===== src/rtl/gelato_split_table.sv =====
// Per-warp SIMT split/reconvergence stack feeding next-PC, top index and ready bits to fetch.
// Optional divergence/join counters are built when GELATO_SPLIT_STATS_EN is defined.
module gelato_split_table #(
  parameter int          NUM_WARPS   = 4,
  parameter int          WARP_W      = 2,
  parameter int          NUM_THREADS = 32,
  parameter int          STACK_DEPTH = 4,
  parameter int          DEPTH_W     = 2,
  parameter logic [31:0] BOOT_PC     = 32'h0
) (
  input  logic                           clk,
  input  logic                           rst_n,
  input  logic                           rdy,
  input  logic                           split_valid,
  input  logic [WARP_W-1:0]              split_warp_num,
  input  logic [DEPTH_W-1:0]             split_table_num,
  input  logic                           split_activate,
  input  logic                           split_stall,
  input  logic [31:0]                    split_updated_pc,
  output logic [NUM_THREADS-1:0]         split_thread_mask,
  input  logic                           res_valid,
  input  logic [WARP_W-1:0]              res_warp_num,
  input  logic                           res_is_branch,
  input  logic [31:0]                    res_pc,
  input  logic [NUM_THREADS-1:0]         res_taken_mask,
  input  logic [31:0]                    res_target,
  input  logic [31:0]                    res_reconv_pc,
  output logic [NUM_WARPS*32-1:0]        fetch_pc,
  output logic [NUM_WARPS*DEPTH_W-1:0]   fetch_top,
  output logic [NUM_WARPS-1:0]           fetch_ready,
  output logic [NUM_WARPS-1:0]           overflow_err,
  output logic [31:0]                    stat_splits,
  output logic [31:0]                    stat_joins
);

  logic [31:0]            pc_q   [NUM_WARPS][STACK_DEPTH];
  logic [31:0]            rpc_q  [NUM_WARPS][STACK_DEPTH];
  logic [NUM_THREADS-1:0] mask_q [NUM_WARPS][STACK_DEPTH];
  logic [DEPTH_W-1:0]     top_q  [NUM_WARPS];
  logic [NUM_WARPS-1:0]   stalled_q;
  logic [NUM_WARPS-1:0]   ovf_q;

  logic                   dec_fire;
  logic                   res_fire;
  logic                   dec_ok;
  logic [DEPTH_W-1:0]     dec_top;
  logic                   dec_pop;

  logic [DEPTH_W-1:0]     res_top;
  logic [DEPTH_W-1:0]     res_t1;
  logic [DEPTH_W-1:0]     res_t2;
  logic [NUM_THREADS-1:0] res_mask;
  logic [NUM_THREADS-1:0] res_tk;
  logic [31:0]            res_seq;
  logic                   res_divergent;
  logic                   res_room;

  assign dec_fire = split_valid & rdy;
  assign res_fire = res_valid & rdy;
  // A resolution owns its warp for the cycle; a colliding decode update is dropped.
  assign dec_ok   = dec_fire & ~(res_fire & (res_warp_num == split_warp_num));

  always_comb begin
    dec_top = top_q[split_warp_num];
    dec_pop = split_activate
              && (split_table_num == dec_top)
              && (split_updated_pc == rpc_q[split_warp_num][dec_top])
              && (dec_top != '0);
  end

  always_comb begin
    res_top       = top_q[res_warp_num];
    res_t1        = res_top + DEPTH_W'(1);
    res_t2        = res_top + DEPTH_W'(2);
    res_mask      = mask_q[res_warp_num][res_top];
    res_tk        = res_taken_mask & res_mask;
    res_seq       = res_pc + 32'd4;
    res_divergent = res_is_branch && (res_tk != '0) && (res_tk != res_mask);
    res_room      = (int'(res_top) + 2) <= (STACK_DEPTH - 1);
  end

  always_ff @(posedge clk) begin
    if (!rst_n) begin
      for (int w = 0; w < NUM_WARPS; w++) begin
        for (int e = 0; e < STACK_DEPTH; e++) begin
          pc_q[w][e]   <= '0;
          rpc_q[w][e]  <= '0;
          mask_q[w][e] <= '0;
        end
        pc_q[w][0]   <= BOOT_PC;
        rpc_q[w][0]  <= 32'hFFFF_FFFF;
        mask_q[w][0] <= '1;
        top_q[w]     <= '0;
      end
      stalled_q <= '0;
      ovf_q     <= '0;
    end else begin
      if (dec_ok) begin
        if (split_activate) begin
          if (dec_pop)
            top_q[split_warp_num] <= dec_top - DEPTH_W'(1);
          else
            pc_q[split_warp_num][split_table_num] <= split_updated_pc;
        end
        if (split_stall)
          stalled_q[split_warp_num] <= 1'b1;
      end

      if (res_fire) begin
        if (res_divergent) begin
          // Divergent split: top becomes the taken path, below it the fall-through, then the join.
          if (res_room) begin
            pc_q[res_warp_num][res_top]  <= res_reconv_pc;
            pc_q[res_warp_num][res_t1]   <= res_seq;
            rpc_q[res_warp_num][res_t1]  <= res_reconv_pc;
            mask_q[res_warp_num][res_t1] <= res_mask & ~res_tk;
            pc_q[res_warp_num][res_t2]   <= res_target;
            rpc_q[res_warp_num][res_t2]  <= res_reconv_pc;
            mask_q[res_warp_num][res_t2] <= res_tk;
            top_q[res_warp_num]          <= res_t2;
            stalled_q[res_warp_num]      <= 1'b0;
          end else begin
            ovf_q[res_warp_num]     <= 1'b1;
            stalled_q[res_warp_num] <= 1'b1;
          end
        end else begin
          pc_q[res_warp_num][res_top] <= (res_is_branch && (res_tk != '0)) ? res_target : res_seq;
          stalled_q[res_warp_num]     <= 1'b0;
        end
      end
    end
  end

`ifdef GELATO_SPLIT_STATS_EN
  logic [31:0] splits_q;
  logic [31:0] joins_q;

  always_ff @(posedge clk) begin
    if (!rst_n) begin
      splits_q <= '0;
      joins_q  <= '0;
    end else begin
      if (res_fire && res_divergent && res_room)
        splits_q <= splits_q + 32'd1;
      if (dec_ok && dec_pop)
        joins_q <= joins_q + 32'd1;
    end
  end

  assign stat_splits = splits_q;
  assign stat_joins  = joins_q;
`else
  assign stat_splits = '0;
  assign stat_joins  = '0;
`endif

  assign split_thread_mask = mask_q[split_warp_num][split_table_num];
  assign fetch_ready       = ~stalled_q & ~ovf_q;
  assign overflow_err      = ovf_q;

  for (genvar g = 0; g < NUM_WARPS; g++) begin : g_fetch
    assign fetch_pc[g*32 +: 32]          = pc_q[g][top_q[g]];
    assign fetch_top[g*DEPTH_W +: DEPTH_W] = top_q[g];
  end

endmodule


===== config.mk =====
export PLATFORM = sky130hd
export DESIGN_NAME = gelato_split_table
export DESIGN_NICKNAME = d
export VERILOG_FILES = /design/src/rtl/gelato_split_table.sv
export SDC_FILE = /design/constraint.sdc
export NUM_CORES = 2
export LEC_CHECK = 0
export BUFFER_PORTS_ARGS = -buffer_cell sky130_fd_sc_hd__buf_4
export CORE_ASPECT_RATIO = 1.25
export CORE_MARGIN = 2
export CORE_UTILIZATION = 40
export CTS_CLUSTER_DIAMETER = 30
export CTS_CLUSTER_SIZE = 24
export DETAILED_ROUTE_END_ITERATION = 12
export HOLD_SLACK_MARGIN = 0.08
export SETUP_SLACK_MARGIN = 0.1
export SKIP_CTS_REPAIR_TIMING = 1
export SLEW_MARGIN = 40
export SYNTH_ARGS = -nofsm -noshare
export SYNTH_HDL_FRONTEND = slang
export SYNTH_SLANG_ARGS = --single-unit

===== constraint.sdc =====
create_clock -name clk -period 23.7 [get_ports clk]
set_clock_uncertainty 0.2 [all_clocks]
set_input_delay 2.37 -clock clk [delete_from_list [all_inputs] [get_ports clk]]
set_output_delay 2.37 -clock clk [all_outputs]
set_load 0.02 [all_outputs]

==> reports/qor.csv <==
metric,value,unit
post-route ant nets,0,
Final min period,9.39,ns
cell breakdown of the critical path,"buf_6, mux4_4, buf_6, nor2b_1, o2bb2ai_1, nor4_1, nand4_1, o41ai_4, buf_4, buf_6, nor3_2, buf_4, nand2_1, nand2_4, buf_6",
Post-synth EDFFs,1544,
Worst Setup Start Kind,input pin,
pin count of the biggest net entering global routing,107,
r2r endpoint,mask_q[2][5],
"Clk Latency, worst-skew pair",0.95,ns
GRT overflow,0,
DP Wirelength,188,mm
Yosys warnings,0,
routing usage on met2,46.6,%
FF-to-FF setup slack,15.45,ns
run status,"complete, no violations",
WP buf/inv,6,
hold_ws,0.436,ns
Hold Crit Endpoint,overflow_err[1],
DP Cell Count,8309,
Static Leak,0.0348,uW
gate family responsible for the most delay along the worst path,buffers and inverters,
vias per cell,6.40,
Hold Crit Class,flip-flop to flip-flop,
post-synthesis cell count,5535,
Final Hold Vio Count,0,
initial antenna violation count,50,
synthesis-to-finish area growth,23.0,%
PwrDens,92.2,nW/um^2
share of cells above drive strength 1,27.3,%
Root Buffer,clkbuf_16,
DRC Markers,0,
"Top cell by count, worst path",buf_6,
Die X,400,microns
CTS Buf Count,349,
max-cap violation count,0,
Worst setup EP type,flip-flop,
per-cell routed wire length,34.6,microns
number of global-route vias before repair,56807,
f_max,107,MHz
max-slew violation count,0,
worst vdd ir,0.0000711,V
Mapped Avg Cell Area,14.2,sq um
Top Usage Layer GRT,met2,
core area,195000,sq um
Worst EP required,24.09,ns
Hold Path Depth,1,
reg2reg start,top_q[3][1],
cell area after synthesis,78500,sq um
die area,200000,sq um
Die Y-Extent,499,microns
Routed WL,310,mm
clk slew on worst S/H paths,0.04,ns
setup violators final,0,
Setup TNS,0,ns
data arrival time of the worst path,9.78,ns
first-pass GRT wire length,429,mm
Seq cells post-synth,1552,
Async SR Flop Fraction,0,%
met1 usage,37.3,%
H-tree Lvls,5,
Port Buffer Count,349,
CTS tree,built,
sequential fraction of the synthesis area,59.2,%
fin cells,8951,
final net count,6277,
CP max stage cell,mux4_4,
Reg2Reg Depth,15,
I/O pin total,414,
Starting Density,40.3,%
pin slew with the least headroom to its limit,0.956,ns
Critical Path Source,res_warp_num[1],
total number of vias,57297,
Final Cycle Share,39.6,%
clock sinks,1552,
max incr delay on CP,1.03,ns
Max Buffers Root-to-Sink,4,
"Distinct cells, synth",72,
gr usage total,30.5,%
Rows,181,
DRT Pass-1 Iters,6,
met3 GRT Util,11.2,%
RSZ-0062 raised after global routing,false,
hold path startpoint,overflow_err[1],
Main synth FF type,edfxtp_1,
CP Max Fanout,84,
WS Path Type,input pin to flip-flop,
initial drt markers,8816,
GP Congestion,0.925,
Max-Slew Margin vs Limit,36.1,%
layer usage:
metal | share of wire [%] | up-vias
met2 | 45 | 4655
met4 | 6.4 | 46
li1 | - | 22529
met5 | 0.10 | -
met1 | 35 | 28932
met3 | 14 | 1135
state kept, by name (all words and copies together), names as in the netlist:
register,cells
mask_q,512
pc_q,512
rpc_q,512
top_q,8
overflow_err,4
stalled_q,4
how the worst max path moves through the flow:
stage                         end  depth (start not counted)
finish               mask_q[2][5]                         15
global route         mask_q[2][1]                         15
CTS                  mask_q[2][1]                         15
detailed placement  mask_q[2][15]                         15
global placement    mask_q[2][15]                         15
floorplan            mask_q[0][0]                         17
cells in the final DEF (no fill, tap or decap), drive strengths merged, types with 54 or more instances in the layout:
| cell type | instances |
|---|---|
| mux4 | 548 |
| nor2 | 824 |
| a221o | 106 |
| mux2i | 182 |
| a21o | 62 |
| edfxtp | 1544 |
| buf | 497 |
| o2bb2ai | 121 |
| conb | 320 |
| bufinv | 54 |
| o22ai | 71 |
| o21ai | 186 |
| xnor2 | 92 |
| nand2 | 343 |
| clkinv | 121 |
| and2 | 145 |
| a22oi | 102 |
| nand3 | 69 |
| clkbuf | 402 |
power by group:
| part | total (uW) | switching, uW | internal [uW] |
|---|---|---|---|
| logic | 844 | 555 | 288 |
| clock network | 4860 | 1540 | 3330 |
| registers | 3200 | 43.2 | 3150 |
area by class of cell:
| cell class | instances | area, sq um |
|---|---|---|
| Clock buffer | 402 | 9170 |
| Multi-Input combinational cell | 3680 | 31000 |
| Sequential cell | 1552 | 46500 |
| Tap cell | 2562 | 3210 |
| Antenna cell | 23 | 57.6 |
| Clock inverter | 214 | 2560 |
| Inverter | 21 | 88.8 |
| Fill cell | 16520 | 98200 |
| Timing Repair Buffer | 497 | 4010 |
cell families after synthesis:
logic type,share of synthesized area [%]
compound gates,8.36
xor+xnor,1.20
fa+ha+maj,0.0319
buf+inv,3.58
flops,59.2
mux,18.7
other cells,0.00956
simple gates,8.88
cells in the mapped netlist (16+ instances only):
| master | count | area [sq um] |
|---|---|---|
| a22oi_1 | 102 | 766 |
| a2bb2oi_1 | 19 | 166 |
| xor2_1 | 16 | 140 |
| a21o_1 | 62 | 465 |
| xnor2_1 | 92 | 806 |
| and3_1 | 34 | 213 |
| nor3_1 | 27 | 135 |
| buf_1 | 64 | 240 |
| o22ai_1 | 71 | 444 |
| o211ai_1 | 35 | 263 |
| mux4_2 | 548 | 12300 |
| a21oi_1 | 50 | 250 |
| a22o_1 | 32 | 280 |
| nor2b_1 | 23 | 144 |
| a221o_1 | 106 | 1060 |
| inv_1 | 20 | 75.1 |
| mux2_2 | 42 | 473 |
| o21ai_0 | 113 | 566 |
| clkbuf_1 | 332 | 1250 |
| buf_2 | 124 | 621 |
| nand2b_1 | 40 | 250 |
| nand3_1 | 64 | 320 |
| or2_2 | 18 | 113 |
| o221ai_1 | 22 | 193 |
| a31o_1 | 16 | 140 |
| nor2_1 | 823 | 3090 |
| o21ai_1 | 73 | 365 |
| mux2i_1 | 182 | 1820 |
| buf_4 | 73 | 548 |
| and2_1 | 145 | 907 |
| nand4_1 | 17 | 106 |
| edfxtp_1 | 1544 | 46400 |
| o2bb2ai_1 | 121 | 1060 |
| nand2_1 | 343 | 1290 |
metrics by stage:
stage | total power, uW | util [%] | cell area, sq um | setup slack (ns)
finish | 8910 | 49.6 | 96600 | 14.31
floorplan | 3720 | - | 79700 | 13.11
CTS | 8900 | 49.5 | 96400 | 13.96
global placement | 4050 | 43.3 | 84400 | 13.07
detailed placement | 4070 | 43.5 | 84700 | 12.98
global route | 9090 | 49.6 | 96600 | 14.14
(Power assumes the default switching activity.)
